--- config.mk ---
export PLATFORM = sky130hd
export DESIGN_NAME = kgp_ctrl_fsm
export DESIGN_NICKNAME = d
export VERILOG_FILES = /design/src/rtl/kgp_ctrl_fsm_pkg.sv /design/src/rtl/kgp_branch_eval.sv /design/src/rtl/kgp_ctrl_fsm.sv
export SDC_FILE = /design/constraint.sdc
export NUM_CORES = 1
export LEC_CHECK = 0
export ABC_AREA = 1
export BUFFER_PORTS_ARGS = -buffer_cell sky130_fd_sc_hd__buf_2
export CORE_MARGIN = 1
export CORE_UTILIZATION = 51
export CTS_CLUSTER_SIZE = 14
export DETAILED_ROUTE_END_ITERATION = 10
export PLACE_DENSITY = 0.82
export SLEW_MARGIN = 20
export SYNTH_ARGS = -nofsm -noshare
export SYNTH_HDL_FRONTEND = slang
export SYNTH_SLANG_ARGS = --single-unit
--- constraint.sdc ---
create_clock -name clk -period 2.7 [get_ports clk]
set_clock_uncertainty 0.15 [all_clocks]
set_input_delay 0.135 -clock clk [delete_from_list [all_inputs] [get_ports clk]]
set_output_delay 0.135 -clock clk [all_outputs]
set_load 0.01 [all_outputs]
--- src/rtl/kgp_ctrl_fsm_pkg.sv ---
// Shared encodings for the KGP-RISC multi-cycle control path.
// Holds opcode/branch subcodes, mux selects and the sequencer state enum.
package kgp_ctrl_fsm_pkg;

  localparam logic [1:0] OP_ALU   = 2'b00;
  localparam logic [1:0] OP_LOAD  = 2'b01;
  localparam logic [1:0] OP_STORE = 2'b10;
  localparam logic [1:0] OP_BR    = 2'b11;

  // func[3:2] branch groups; 1x is register compare
  localparam logic [1:0] BRG_JMP  = 2'b00;
  localparam logic [1:0] BRG_FLAG = 2'b01;

  localparam logic [1:0] CND_Z  = 2'b00;
  localparam logic [1:0] CND_NZ = 2'b01;
  localparam logic [1:0] CND_S  = 2'b10;
  localparam logic [1:0] CND_NS = 2'b11;

  localparam logic [1:0] ALU_IMM_FN = 2'b10;

  localparam logic [1:0] PCSEL_PC4 = 2'b00;
  localparam logic [1:0] PCSEL_OFF = 2'b01;
  localparam logic [1:0] PCSEL_RA  = 2'b10;

  localparam logic [1:0] WB_ALU  = 2'b00;
  localparam logic [1:0] WB_MEM  = 2'b01;
  localparam logic [1:0] WB_LINK = 2'b10;

  typedef enum logic [2:0] {
    S_IDLE   = 3'd0,
    S_FETCH  = 3'd1,
    S_DECODE = 3'd2,
    S_EXEC   = 3'd3,
    S_MEM    = 3'd4,
    S_WB     = 3'd5,
    S_BR     = 3'd6
  } state_t;

endpackage

--- src/rtl/kgp_branch_eval.sv ---
// Combinational branch resolution: taken flag, PC target select and call marker.
// Kept free of state so the pipelined core can reuse it as-is.
module kgp_branch_eval
  import kgp_ctrl_fsm_pkg::*;
(
  input  logic [3:0] func,
  input  logic       zero_f,
  input  logic       sign_f,
  output logic       taken,
  output logic [1:0] pc_tgt,
  output logic       call
);

  always_comb begin
    taken  = 1'b0;
    pc_tgt = PCSEL_OFF;
    call   = 1'b0;
    case (func[3:2])
      BRG_JMP: begin
        taken = 1'b1;
        if (func[1]) begin
          pc_tgt = PCSEL_RA;
        end else begin
          call = func[0];
        end
      end
      BRG_FLAG: begin
        case (func[1:0])
          CND_Z:   taken = zero_f;
          CND_NZ:  taken = ~zero_f;
          CND_S:   taken = sign_f;
          CND_NS:  taken = ~sign_f;
          default: taken = 1'b0;
        endcase
      end
      // register compare: the ALU subtracts, func[0] selects equal / not-equal
      default: taken = zero_f ^ func[0];
    endcase
  end

endmodule

--- src/rtl/kgp_ctrl_fsm.sv ---
// Multi-cycle FETCH/DECODE/EXEC/MEM/WB sequencer for the KGP-RISC core,
// with a memory-wait watchdog that raises a sticky err flag.
module kgp_ctrl_fsm
  import kgp_ctrl_fsm_pkg::*;
#(
  parameter int MEM_TIMEOUT = 16,
  parameter int RA_REG      = 31
) (
  input  logic       clk,
  input  logic       rst_n,
  input  logic       run,
  input  logic [1:0] opcode,
  input  logic [3:0] func,
  input  logic       zero_f,
  input  logic       sign_f,
  input  logic       mem_ready,
  output logic       ir_we,
  output logic       pc_we,
  output logic [1:0] pc_sel,
  output logic       mem_rd,
  output logic       mem_wr,
  output logic       addr_sel,
  output logic       rf_we,
  output logic [1:0] wb_sel,
  output logic       link,
  output logic       alu_src,
  output logic       busy,
  output logic       err
);

  localparam int CNT_W = $clog2(MEM_TIMEOUT + 1);

  state_t             state;
  state_t             state_nxt;
  logic [CNT_W-1:0]   wait_cnt;
  logic               wait_st;
  logic               timeout;
  logic               br_taken;
  logic [1:0]         br_tgt;
  logic               br_call;
  logic               alu_src_d;
  state_t             done_st;

  // The link register index is applied in the regfile address mux; only the link strobe leaves here.
  logic unused_ra;
  assign unused_ra = ^5'(RA_REG);

  kgp_branch_eval u_br (
    .func   (func),
    .zero_f (zero_f),
    .sign_f (sign_f),
    .taken  (br_taken),
    .pc_tgt (br_tgt),
    .call   (br_call)
  );

  assign wait_st   = (state == S_FETCH) || (state == S_MEM);
  assign timeout   = wait_st && !mem_ready && (wait_cnt == CNT_W'(MEM_TIMEOUT - 1));
  assign done_st   = run ? S_FETCH : S_IDLE;
  assign alu_src_d = (opcode == OP_LOAD) || (opcode == OP_STORE) ||
                     ((opcode == OP_ALU) && (func[2:1] == ALU_IMM_FN));

  always_ff @(posedge clk or negedge rst_n) begin
    if (!rst_n) begin
      state    <= S_IDLE;
      wait_cnt <= '0;
      err      <= 1'b0;
    end else begin
      state <= state_nxt;
      // counter restarts on every entry into a wait state, including timeout re-entry of FETCH
      if (wait_st && (state_nxt == state) && !timeout) begin
        wait_cnt <= wait_cnt + CNT_W'(1);
      end else begin
        wait_cnt <= '0;
      end
      if (timeout) begin
        err <= 1'b1;
      end
    end
  end

  always_comb begin
    state_nxt = state;
    case (state)
      S_IDLE:   if (run) state_nxt = S_FETCH;
      S_FETCH: begin
        if (mem_ready)    state_nxt = S_DECODE;
        else if (timeout) state_nxt = S_FETCH;
      end
      S_DECODE: state_nxt = (opcode == OP_BR) ? S_BR : S_EXEC;
      S_EXEC:   state_nxt = (opcode == OP_ALU) ? S_WB : S_MEM;
      S_MEM: begin
        if (mem_ready)    state_nxt = (opcode == OP_LOAD) ? S_WB : done_st;
        else if (timeout) state_nxt = S_FETCH;
      end
      S_WB:     state_nxt = done_st;
      S_BR:     state_nxt = done_st;
      default:  state_nxt = S_IDLE;
    endcase
  end

  always_comb begin
    ir_we    = 1'b0;
    pc_we    = 1'b0;
    pc_sel   = PCSEL_PC4;
    mem_rd   = 1'b0;
    mem_wr   = 1'b0;
    addr_sel = 1'b0;
    rf_we    = 1'b0;
    wb_sel   = WB_ALU;
    link     = 1'b0;
    alu_src  = 1'b0;
    busy     = (state != S_IDLE);
    case (state)
      S_FETCH: begin
        mem_rd = 1'b1;
        if (mem_ready) begin
          ir_we = 1'b1;
          pc_we = 1'b1;
        end
      end
      S_EXEC: alu_src = alu_src_d;
      S_MEM: begin
        addr_sel = 1'b1;
        alu_src  = alu_src_d;
        mem_rd   = (opcode == OP_LOAD);
        mem_wr   = (opcode == OP_STORE);
      end
      S_WB: begin
        rf_we  = 1'b1;
        wb_sel = (opcode == OP_LOAD) ? WB_MEM : WB_ALU;
      end
      S_BR: begin
        pc_we  = br_taken;
        pc_sel = br_taken ? br_tgt : PCSEL_PC4;
        if (br_call) begin
          rf_we  = 1'b1;
          link   = 1'b1;
          wb_sel = WB_LINK;
        end
      end
      default: ;
    endcase
  end

endmodule

After elaboration in Yosys (flattened, before gate mapping). Cells that the tools add are included.

Bitwise logic cells: 3. Equality and inequality tests: 16. Reductions and logical operators: 17. Add/subtract/negate cells: 1. Muxes and demuxes: 31.

Operator list (count): 2-to-1 mux 3 bit (6); case mux 3 bit (6 select lines) (1); 2-to-1 mux 1 bit (12); equality test 2 bit (second input constant) (5); 2-to-1 mux 2 bit (5); equality test 3 bit (second input constant) (3); case mux 1 bit (2 select lines) (4); equality test 2 x 1 -> 1 bit (second input constant) (3); equality test 3 x 2 -> 1 bit (second input constant) (2); logical NOT 2 bit (3); adder 5 x 1 -> 5 bit (second input constant) (1); equality test 5 x 4 -> 1 bit (second input constant) (1); logical AND 1 bit (5); 2-to-1 mux 5 bit (1); case mux 1 bit (4 select lines) (1); case mux 2 bit (2 select lines) (1); OR reduction 2 bit (2); equality test 3 x 1 -> 1 bit (second input constant) (1); equality test 3 bit (1); logical NOT 3 bit (1); logical OR 1 bit (3); nonzero test 3 bit (1); logical NOT 1 bit (2); NOT 1 bit (2); bitwise XOR 1 bit (1).

Register bits after elaboration: 9. Output and inout port bits: 14. Bits of input ports: 12.

Logic depth before layout (Yosys ltp). Gate-level depths: netlist of run 1.

Depth after elaboration: 11. Gate-level depth with buffers: 10.

Cells and area by module. A second synthesis of run 1 with hierarchy kept.

Cells, all modules: 110. Area, all modules: 797.0 µm².

By module, submodules not included: kgp_ctrl_fsm (cells each 92, instances 1, area an instance 716.9 µm²); kgp_branch_eval (cells each 18, instances 1, area an instance 80.1 µm²).

Least setup slack after synthesis of run 1. OpenSTA, ideal clock, no wires.

Path type: reg-to-reg. Start: reg wait_cnt[0]. End: reg wait_cnt[0]. Arrival: 1.420 ns. Period minus slack after synthesis: 1.641 ns. Slack: 1.059 ns. Setup time: 0.071 ns. Cell stages (with the launch flop): 11. Path through: dfrtp_1 -> ha_1 -> and3_1 -> ha_1 -> nor2_1 -> nor2_1 -> nand2_1 -> nand3_2 -> nand2_1 -> nand2_2 -> nor2_1.

Cells in the longest elaborated chain, start to end: 9.

Ends and longest elaborated chain: start, declared (RTL line kgp_ctrl_fsm.sv:35) `logic [CNT_W-1:0] wait_cnt;`; start signal, assigned (RTL line kgp_ctrl_fsm.sv:72) `wait_cnt <= wait_cnt + CNT_W'(1);`; equality test 5 x 4 -> 1 bit * (RTL line kgp_ctrl_fsm.sv:58) `assign timeout = wait_st && !mem_ready && (wait_cnt == CNT_W'(MEM_TIMEOUT - 1));`; logical AND 1 bit * (RTL line kgp_ctrl_fsm.sv:58); 2-to-1 mux 3 bit * (RTL line kgp_ctrl_fsm.sv:88, kgp_ctrl_fsm.sv:94); 2-to-1 mux 3 bit, on equally long branches (RTL line kgp_ctrl_fsm.sv:93, kgp_ctrl_fsm.sv:87); case mux 3 bit (6 select lines) * (RTL line kgp_ctrl_fsm.sv:84) `case (state)`; net state_nxt[0] (RTL line kgp_ctrl_fsm.sv:34) `state_t state_nxt;`; equality test 3 bit * (RTL line kgp_ctrl_fsm.sv:71) `if (wait_st && (state_nxt == state) && !timeout) begin`; logical AND 1 bit * (2 in a row) (RTL line kgp_ctrl_fsm.sv:71); 2-to-1 mux 5 bit * (RTL line kgp_ctrl_fsm.sv:71).

The timed path passes the listed nets; every way through them passes the cells marked *. A chain may end at the register's enable or synchronous reset.

Worst setup path after layout of run 1.
Start: reg wait_cnt[0]. End: reg wait_cnt[4].

The elaborated chain is that of the path after synthesis.

==> results of run 1 <==
==> worst min-delay path by stage <==
| stage | startpoint | to | slack, ns | depth (start not counted) |
|---|---|---|---|---|
| finish | rst_n | wait_cnt[2] | 0.10 | 2 |
| detailed placement | rst_n | err | -0.15 | 1 |
| CTS | rst_n | err | 0.09 | 2 |
| floorplan | rst_n | err | -0.31 | 0 |
| global route | rst_n | wait_cnt[2] | 0.14 | 2 |
| global placement | rst_n | err | -0.16 | 1 |
==> metrics by stage <==
| stage | worst slack (ns) | power (mW) | hold slack, ns | utilization [%] | cell area (um^2) |
|---|---|---|---|---|---|
| 2_1_floorplan | 1.059 | 0.4457 | -0.3106 | - | 708.2 |
| 3_3_place_gp | 0.9440 | 0.5471 | -0.1619 | 65.19 | 848.3 |
| 3_5_place_dp | 0.8988 | 0.5509 | -0.1540 | 65.19 | 848.3 |
| 4_1_cts | 0.8539 | 0.6634 | 0.09273 | 68.75 | 894.6 |
| 5_1_grt | 0.7356 | 0.7183 | 0.1375 | 68.75 | 894.6 |
| 6_report | 0.8479 | 0.6609 | 0.1031 | 68.75 | 894.6 |
==> kinds of logic (layout without fill, tap and decap cells) <==
kind of cell	after synthesis	count (layout)
AOI/OAI and AO/OA	10	10
xor gates and xnor gates	2	2
adders and majority gates	6	6
buffers and inverters	16	46
DFF	9	9
and+or+nand+nor	57	57
==> layout by cell type, fill, tap and decap left out <==
cell	count
sky130_fd_sc_hd__nand2_1	17
sky130_fd_sc_hd__a21oi_1	1
sky130_fd_sc_hd__or2_2	2
sky130_fd_sc_hd__inv_2	2
sky130_fd_sc_hd__o22ai_1	2
sky130_fd_sc_hd__o21a_1	1
sky130_fd_sc_hd__a31oi_1	1
sky130_fd_sc_hd__nor3_1	3
sky130_fd_sc_hd__inv_1	13
sky130_fd_sc_hd__nand3_2	3
sky130_fd_sc_hd__nand2_2	3
sky130_fd_sc_hd__dlygate4sd3_1	2
sky130_fd_sc_hd__buf_2	25
sky130_fd_sc_hd__nor2_2	2
sky130_fd_sc_hd__clkbuf_4	3
sky130_fd_sc_hd__nor2_1	18
sky130_fd_sc_hd__clkbuf_1	1
sky130_fd_sc_hd__dfrtp_1	9
sky130_fd_sc_hd__xor2_1	1
sky130_fd_sc_hd__ha_1	6
sky130_fd_sc_hd__nand3_1	7
sky130_fd_sc_hd__o31ai_1	1
sky130_fd_sc_hd__a31o_2	1
sky130_fd_sc_hd__and3_1	1
sky130_fd_sc_hd__xnor2_1	1
sky130_fd_sc_hd__o21ai_0	3
sky130_fd_sc_hd__nand4_1	1
==> worst max-delay path: cells and delay by family (launching register included) <==
| kind | cells | cell delay (ns) |
|---|---|---|
| adders and majority gates | 2 | 0.43 |
| DFF | 1 | 0.39 |
| and+or+nand+nor | 8 | 0.82 |
==> layer usage <==
metal,GRT usage [%],wire (um),vias up
met5,0,0,-
met4,8.621,27,0
met3,9.091,79,4
met2,38.33,713,24
met1,28.21,729,336
li1,-,-,384
==> sequential cells by signal, summed over array words and instances (netlist names) <==
signal	flops
state	3
wait_cnt	5
err	1
==> final cells by class <==
type | instances | share of cell area [%]
inverter | 15 | 6.294
tap | 15 | 2.098
multi-input combinational | 75 | 47.27
timing repair buffer | 27 | 16.22
clock buffer | 4 | 2.937
sequential | 9 | 25.17
==> timing repair <==
item	CTS	global route
hold buffers	2	0
endpoints found under the hold margin	10	0
setup endpoints to repair	0	0
==> power by group through the flow <==
| stage | clock (mW) | sequential [mW] | combinational (mW) |
|---|---|---|---|
| after detailed placement | 0 | 0.214 | 0.337 |
| after floorplan | 0 | 0.203 | 0.243 |
| final | 0.103 | 0.214 | 0.343 |
| after CTS | 0.108 | 0.212 | 0.344 |
| after global placement | 0 | 0.212 | 0.335 |
| after global routing | 0.111 | 0.217 | 0.391 |
==> metrics, run 1 <==
Slew headroom=79.95%; Ant. Diodes=0; critical path fanouts, max=5; Yosys top cell by area=sky130_fd_sc_hd__dfrtp_1; top-count cell post-synth=sky130_fd_sc_hd__nor2_1; Core ar.=about 1300 um^2; pin count of the biggest net entering global routing=10; slowest cell delay on critical path=about 0.39 ns; leading cell types by count after synthesis=sky130_fd_sc_hd__nor2_1, sky130_fd_sc_hd__nand2_1, sky130_fd_sc_hd__inv_1; Port Buf Inserts=25; clock insertion delay at the later pin of the skew report=between 0.2 and 0.3 ns; share of Yosys cell area claimed by the top area cell type=approximately a third; required time of the critical path=roughly 2.7 ns; status=completed; cell count after placement=139; most used flip-flop cell after synthesis=sky130_fd_sc_hd__dfrtp_1; arithmetic-cell share of the synthesized area counting full adders, half adders and majority gates=about a tenth; category of the worst setup path capture point=flip-flop; Slew @ Worst Pin=roughly 0.3 ns; Avg WL per Cell=10.69 um; number of placement rows=13; achievable clock frequency=approximately 540 MHz; worst hold path type=input pin to asynchronous set/reset pin; maxcap violations=0; worst vdd ir=approximately 0.70 mV; area grow syn2layout=26.33%; count of warnings emitted by yosys=0; post-route clock period utilization=around 69%; Iteration-0 DRC Markers=17; boundary pin count=26; share of post-route cells with drive strength above 1=between 30% and 40%; 1st-pass router iterations=4; Worst Setup SP=wait_cnt[0]; remaining routing DRC violations=0; combinational fraction of design power=between 50 and 60%; weighted congestion at the end of routability-driven global placement=0.8465; CTS Buf Count=3; post-synthesis compound-gate area fraction=8.834%; fraction of the mapped netlist area in simple logic gates=around 38%; width of the chip=39.27 um; post-CTS setup buffer count=0; Syn Area/Cell=approximately 7.1 um^2; Multi-input gate area=approximately 420 um^2; sequential fraction of design power=about a third; leak pwr=between 0.5 and 0.6 nW; startpoint kind of the worst setup timing path=flip-flop; data arrival time of the worst path=1.89 ns; via density per instance=5.159; Post-DRT Antenna Nets=0; count of nets after finishing=149; combinational family with the most area after synthesis=simple AND/OR/NAND/NOR gates; Switching Share=approximately 48%; critical register-to-register path startpoint=wait_cnt[0]; top area cells in the synthesized netlist=sky130_fd_sc_hd__dfrtp_1, sky130_fd_sc_hd__ha_1, sky130_fd_sc_hd__nor2_1; wire length of the first global-routing pass=approximately 2400 um; netlist area before placement=708.2 um^2; initial core utilization=54.42%; multiplexer share of the synthesized area=0%; cell count after synthesis=100; area share of xor/xnor cells in the synthesized design=approximately 2.5%; pwr dens=between 700 and 800 nW/um^2; filler cell count in the final layout=between 100 and 150; residual overflow from global routing=0; GR Util All Layers=23.68%; series of cell instances along the critical path=ha_1, and3_1, ha_1, nor2_1, nor2_1, nand2_1, nand3_2, nand2_1, nand2_2, nor2_1; Crit Path Category=flip-flop to flip-flop; fin crit period=1.852 ns; endpoint of the worst setup timing path=wait_cnt[4]; number of enable flip-flop cells after synthesis=0; number of slew-limit violations in the final report=0; setup slack of the most critical reg-to-reg path=around 0.85 ns; number of sinks driven by the clock tree=9; Reg clk slew, reported paths=~0.06 ns; design internal power=about 0.35 mW; level count of the clock H-tree=1; Clock Power Share=between 10% and 20%; clock tree from TritonCTS=built; vias in the first global route=between 500 and 600; total length of routed wires=about 1600 um; DIE AREA=approximately 1500 um^2; synthesis-stage register bit count=9; root buf cell=sky130_fd_sc_hd__clkbuf_4; Max clock buf depth=2; depth of the worst register-to-register path=10; switching pwr=0.3151 mW; RSZ-0062 raised after global routing=no; Vias=about 750; total of cells resized after clock tree synthesis=0; initial antenna violation count=0; number of setup violations in the final report=0; Post-DP HPWL=~1200 um; final hold vios=0; area taken by flip-flops and latches=~230 um^2; proportion of synthesized chip area in sequential cells=between 30% and 40%; Synth Net Count=about 120; Die Ht=just under 40 um; Non-Filler Instances=145; count of different cell masters after synthesis=24; final setup TNS=0 ns; end of the worst register-to-register path=wait_cnt[4]; most repeated library cell on the critical path=sky130_fd_sc_hd__nor2_1; async set-or-reset flop fraction in the synthesized netlist=between 90% and 100%; cell type of the slowest stage on the worst timing path=sky130_fd_sc_hd__dfrtp_1
Power figures use the tool's default switching activity.
==> inputs of run 2 (changes only) <==
CORE_UTILIZATION = 47   (was 51)
PLACE_DENSITY = 0.77   (was 0.82)
clock period = 1.92 ns   (was 2.7 ns; I/O delays follow)
==> run 2 against run 1 <==
Wire length fell by 6.9%. Clock power rose by 39%. Final cell count did not move. Critical path type unchanged. Register-to-register slack got worse by 0.67 ns. Sequential cell count did not move.
==> metrics, run 2 (synthesis results as in run 1) <==
status=completed; pwr dens=1028 nW/um^2; RSZ-0062 raised after global routing=no; fraction of the core area covered by cells at the end of the flow=around two thirds; Largest register FFs=5; Post-DRT Antenna Nets=0; number of placement rows=13; Max clock buf depth=2; data arrival time of the worst path=1.79 ns; initial core utilization=between 50 and 60%; GR Util All Layers=20.98%; largest registers=wait_cnt x5, state x3, err x1; worst slack after detailed placement=around 0.12 ns; worst vdd ir=between 0.8 and 0.9 mV; level count of the clock H-tree=1; GR Layer Usage met2=between 30% and 40%; number of sinks driven by the clock tree=9; Post-DP HPWL=between 1000 and 1500 um; routing usage on met3=under 10%; via density per instance=~5; CTS Buf Count=3; count of nets after finishing=roughly 150; Ant. Diodes=0; achievable clock frequency=572.9 MHz; weighted congestion at the end of routability-driven global placement=around 0.79; post-route clock period utilization=about nine tenths; register with the most flip-flops=wait_cnt; busiest layer in global routing=met2; fin crit period=1.745 ns; Non-Filler Instances=145; placed standard-cell area=between 800 and 900 um^2; most common cell after layout, fill and taps aside=sky130_fd_sc_hd__buf_2; Die Ht=between 40 and 50 um; number of setup violations in the final report=0; area of all placed cells without fillers=900.9 um^2; leak pwr=0.5203 nW; total length of routed wires=between 1000 and 1500 um; width of the chip=between 40 and 50 um; cell count after placement=roughly 140; filler cell count in the final layout=between 100 and 150; Reg clk slew, reported paths=approximately 0.06 ns; post-route total power=slightly above 0.9 mW; final setup TNS=0 ns; clock tree from TritonCTS=built; number of slew-limit violations in the final report=0; final hold vios=0; Crit Path Category=flip-flop to flip-flop; startpoint kind of the worst setup timing path=flip-flop; Core ar.=1350 um^2; 1st-pass router iterations=4; residual overflow from global routing=0; root buf cell=sky130_fd_sc_hd__clkbuf_4; worst hold slack across all endpoints=around 0.046 ns; remaining routing DRC violations=0; Avg WL per Cell=9.952 um; Port Buf Inserts=25; GRT met1 Usage=approximately a quarter; pin count of the biggest net entering global routing=10; category of the worst setup path capture point=flip-flop; area grow syn2layout=27.21%; Iteration-0 DRC Markers=15; Vias=717; initial antenna violation count=0; wire length of the first global-routing pass=between 2000 and 2500 um; DIE AREA=between 1500 and 2000 um^2; post-CTS setup buffer count=0; Slew headroom=roughly four fifths; commonest cells after routing, fill and taps aside=sky130_fd_sc_hd__buf_2, sky130_fd_sc_hd__nor2_1, sky130_fd_sc_hd__nand2_1; clock insertion delay at the later pin of the skew report=0.26 ns; required time of the critical path=approximately 2.0 ns; share of post-route cells with drive strength above 1=33.85%; maxcap violations=0; boundary pin count=26; vias in the first global route=around 580; Worst Slack Setup Final=between 0.15 and 0.2 ns; worst hold path type=input pin to flip-flop; Slew @ Worst Pin=between 0.2 and 0.3 ns; critical path fanouts, max=5
==> run 2: cell types whose count changed in the layout (fill, tap and decap cells not counted), sizes merged <==
| cell | change |
|---|---|
| clkbuf | -1 |
| clkinv | +1 |
==> run 2: critical path, cell delays in order, from the launching register on <==
cell	delay (ns)
sky130_fd_sc_hd__dfrtp_1	0.40
sky130_fd_sc_hd__ha_2	0.20
sky130_fd_sc_hd__and3_1	0.18
sky130_fd_sc_hd__ha_1	0.20
sky130_fd_sc_hd__nor2_1	0.09
sky130_fd_sc_hd__nor2_1	0.04
sky130_fd_sc_hd__nand2_1	0.07
sky130_fd_sc_hd__nand3_2	0.08
sky130_fd_sc_hd__nand2_1	0.08
sky130_fd_sc_hd__nand2_2	0.09
sky130_fd_sc_hd__nor2_1	0.10
==> run 2: timing repair <==
action | CTS | global route
hold buffers | 2 | 0
hold endpoints to repair | 10 | 0
resized for setup | 0 | 2
setup endpoints to repair | 0 | 1
==> run 2: worst paths after layout <==
path / depth (start not counted) / slack (ns) / end / startpoint
worst min register to register: 1 / 0.31 / wait_cnt[0] / wait_cnt[0]
worst min-delay path: 4 / 0.05 / state[0] / mem_ready
min in group asynchronous: 2 / 0.06 / wait_cnt[2] / rst_n
max in group asynchronous: 2 / 1.38 / wait_cnt[4] / rst_n
worst max-delay path: 10 / 0.17 / wait_cnt[0] / wait_cnt[0]
worst max register to register: 10 / 0.17 / wait_cnt[0] / wait_cnt[0]
==> run 2: layer usage <==
metal / share of wire, % / routed length [um]
met5: 0 / 0
met4: 0 / 0
met3: 6.0 / 87
met2: 46 / 664
met1: 48 / 691
==> run 2: final cells by class <==
class | instances | area, um^2 | area share (%)
Multi-Input combinational cell | 75 | 427.9 | 47.50
Sequential cell | 9 | 225.2 | 25.00
Timing Repair Buffer | 27 | 145.1 | 16.11
Inverter | 15 | 56.30 | 6.250
Clock buffer | 3 | 22.52 | 2.500
Tap cell | 15 | 18.77 | 2.083
Clock inverter | 1 | 5.005 | 0.5556
==> run 2: power by group <==
part	switching, mW	leakage, nW	internal [mW]
registers	0.0690	0.122	0.228
clock network	0.0662	0.0177	0.0767
logic	0.307	0.381	0.179
==> inputs of run 3 (changes only) <==
CORE_UTILIZATION = 49   (was 47)
CTS_CLUSTER_DIAMETER = 60   (was unset)
MAX_ROUTING_LAYER = met4   (was unset)
PLACE_DENSITY = 0.78   (was 0.77)
SYNTH_HIERARCHICAL = 1   (was unset)
==> run 3 against run 2 <==
Sequential share of layout area is 2.2 points lower. Highest routed layer is now met4. Global-route usage hardly changed. Final area is 9.9% higher. First-iteration DRC count is 20% lower. Synthesized area is 13% higher. Fmax is 6.3% lower. Critical endpoint is now wait_cnt[1]. Clock power hardly changed. Largest power group unchanged.
==> metrics, run 3 <==
Slew @ Worst Pin=about 0.38 ns; initial core utilization=a little over half; share of Yosys cell area claimed by the top area cell type=between 20% and 30%; number of slew-limit violations in the final report=0; root buf cell=sky130_fd_sc_hd__clkbuf_4; via density per instance=approximately 5; level count of the clock H-tree=1; clock insertion delay at the later pin of the skew report=0.26 ns; maxcap violations=0; Largest register FFs=5; width of the chip=between 40 and 50 um; Post-DRT Antenna Nets=0; count of nets after finishing=around 160; synthesis-stage register bit count=9; worst hold path type=input pin to asynchronous set/reset pin; count of warnings emitted by yosys=6; Post-DP HPWL=roughly 1300 um; proportion of synthesized chip area in sequential cells=between 20% and 30%; Iteration-0 DRC Markers=12; fin crit period=1.862 ns; GR Util All Layers=20.96%; final hold vios=0; data arrival time of the worst path=1.90 ns; most used flip-flop cell after synthesis=sky130_fd_sc_hd__dfrtp_1; commonest cells after routing, fill and taps aside=sky130_fd_sc_hd__buf_2, sky130_fd_sc_hd__inv_1, sky130_fd_sc_hd__nand2_1; achievable clock frequency=between 500 and 600 MHz; Max clock buf depth=2; total length of routed wires=1633 um; cell count after synthesis=110; largest registers=wait_cnt x5, state x3, err x1; share of post-route cells with drive strength above 1=between 30% and 40%; pin count of the biggest net entering global routing=10; Die Ht=around 42 um; status=completed; Crit Path Category=flip-flop to flip-flop; Yosys top cell by area=sky130_fd_sc_hd__dfrtp_1; post-route total power=1.041 mW; netlist area before placement=approximately 800 um^2; Reg clk slew, reported paths=approximately 0.060 ns; top-count cell post-synth=sky130_fd_sc_hd__inv_1; area grow syn2layout=24.18%; pwr dens=1052 nW/um^2; most common cell after layout, fill and taps aside=sky130_fd_sc_hd__buf_2; leading cell types by count after synthesis=sky130_fd_sc_hd__inv_1, sky130_fd_sc_hd__nand2_1, sky130_fd_sc_hd__nor2_1; register with the most flip-flops=wait_cnt; Avg WL per Cell=approximately 10 um; clock tree from TritonCTS=built; startpoint kind of the worst setup timing path=flip-flop; boundary pin count=26; number of sinks driven by the clock tree=9; count of different cell masters after synthesis=27; Synth Net Count=128; DIE AREA=1792 um^2; critical register-to-register path startpoint=wait_cnt[0]; critical path fanouts, max=5; leak pwr=roughly 0.57 nW; Syn Area/Cell=between 7 and 8 um^2; required time of the critical path=around 2.0 ns; worst vdd ir=around 0.64 mV; setup slack of the most critical reg-to-reg path=0.06 ns; Port Buf Inserts=25; async set-or-reset flop fraction in the synthesized netlist=100.0%; Vias=780; 1st-pass router iterations=4; category of the worst setup path capture point=flip-flop; Core ar.=around 1500 um^2; number of placement rows=14; depth of the worst register-to-register path=8; initial antenna violation count=0; wire length of the first global-routing pass=2815 um; fraction of the core area covered by cells at the end of the flow=between 60% and 70%; top area cells in the synthesized netlist=sky130_fd_sc_hd__dfrtp_1, sky130_fd_sc_hd__ha_1, sky130_fd_sc_hd__inv_1; Worst Setup SP=wait_cnt[0]; CTS Buf Count=3; vias in the first global route=between 700 and 800; number of setup violations in the final report=0; Ant. Diodes=0; Slew headroom=74.97%; post-route clock period utilization=a little over nine tenths; weighted congestion at the end of routability-driven global placement=around 0.91; residual overflow from global routing=0; remaining routing DRC violations=0; number of enable flip-flop cells after synthesis=0
==> run 3: cell count changes in the layout (fill, tap and decap cells not counted), sizes merged, moves of 2 or more <==
cell / change
o22ai: -2
nor3: -2
o211ai: +2
o21ai: +3
nor2: -3
nand2: +2
inv: +9
==> run 3: layout make-up <==
cell class | count | area (um^2)
Timing Repair Buffer | 28 | 152.6
Fill cell | 142 | 516.7
Multi-Input combinational cell | 75 | 473.0
Tap cell | 16 | 20.02
Sequential cell | 9 | 225.2
Clock buffer | 4 | 26.28
Inverter | 24 | 92.59
==> run 3: worst paths after layout <==
path,endpoint
max,wait_cnt[1]
min,state[2]
max reg2reg,wait_cnt[1]
min reg2reg,wait_cnt[0]
max in group asynchronous,wait_cnt[0]
min in group clk,err
==> run 3: kinds of logic (layout without fill, tap and decap cells) <==
logic type	Yosys count	count (layout)	share of synthesized area (%)
AND/OR/NAND/NOR	55	55	35.01
buffers and inverters	26	56	14.44
AO/OA/AOI/OAI	12	12	10.67
flip-flops	9	9	28.26
adder cells (fa/ha/maj)	6	6	9.419
XOR/XNOR	2	2	2.198
==> run 3: layer usage <==
metal / routed length [um] / global-route usage (%)
met5: 0 / -
met3: 79 / 7.759
met2: 775 / 31.38
met1: 758 / 26.78
met4: 19 / 5.625
==> run 3: where the power goes <==
part	total (mW)	switching, mW	internal [mW]
clock	0.144	0.0643	0.0800
sequential	0.313	0.0836	0.229
combinational	0.584	0.362	0.222
==> run 3: worst max-delay path, cell delays in order, from the launching register on <==
cell and delay [ns]:
sky130_fd_sc_hd__dfrtp_1 0.40, sky130_fd_sc_hd__ha_2 0.19, sky130_fd_sc_hd__and3_1 0.18, sky130_fd_sc_hd__ha_2 0.18, sky130_fd_sc_hd__nand2_2 0.09, sky130_fd_sc_hd__nand3_1 0.13, sky130_fd_sc_hd__a31oi_2 0.24, sky130_fd_sc_hd__nand2_4 0.12
sky130_fd_sc_hd__nor2_2 0.12
==> run 3: repair_timing <==
action                     4_1_cts  5_1_grt
hold endpoints to repair        10        0
setup buffers                    0        1
gates resized for setup          0        5
setup endpoints to repair        0        5
hold buffers                     2        0
==> run 3: stage by stage <==
stage	std cells	cell area (um^2)	setup TNS, ns	worst slack, ns	hold slack [ns]
2_1_floorplan	110	797.0	0	0.1939	-0.3496
3_3_place_gp	149	919.6	0	0.07950	-0.1977
3_5_place_dp	149	919.6	0	0.03850	-0.1917
4_1_cts	155	965.9	0	0.03233	0.05051
5_1_grt	156	989.7	-0.02326	-0.02326	0.06223
6_report	156	989.7	0	0.05770	0.05980
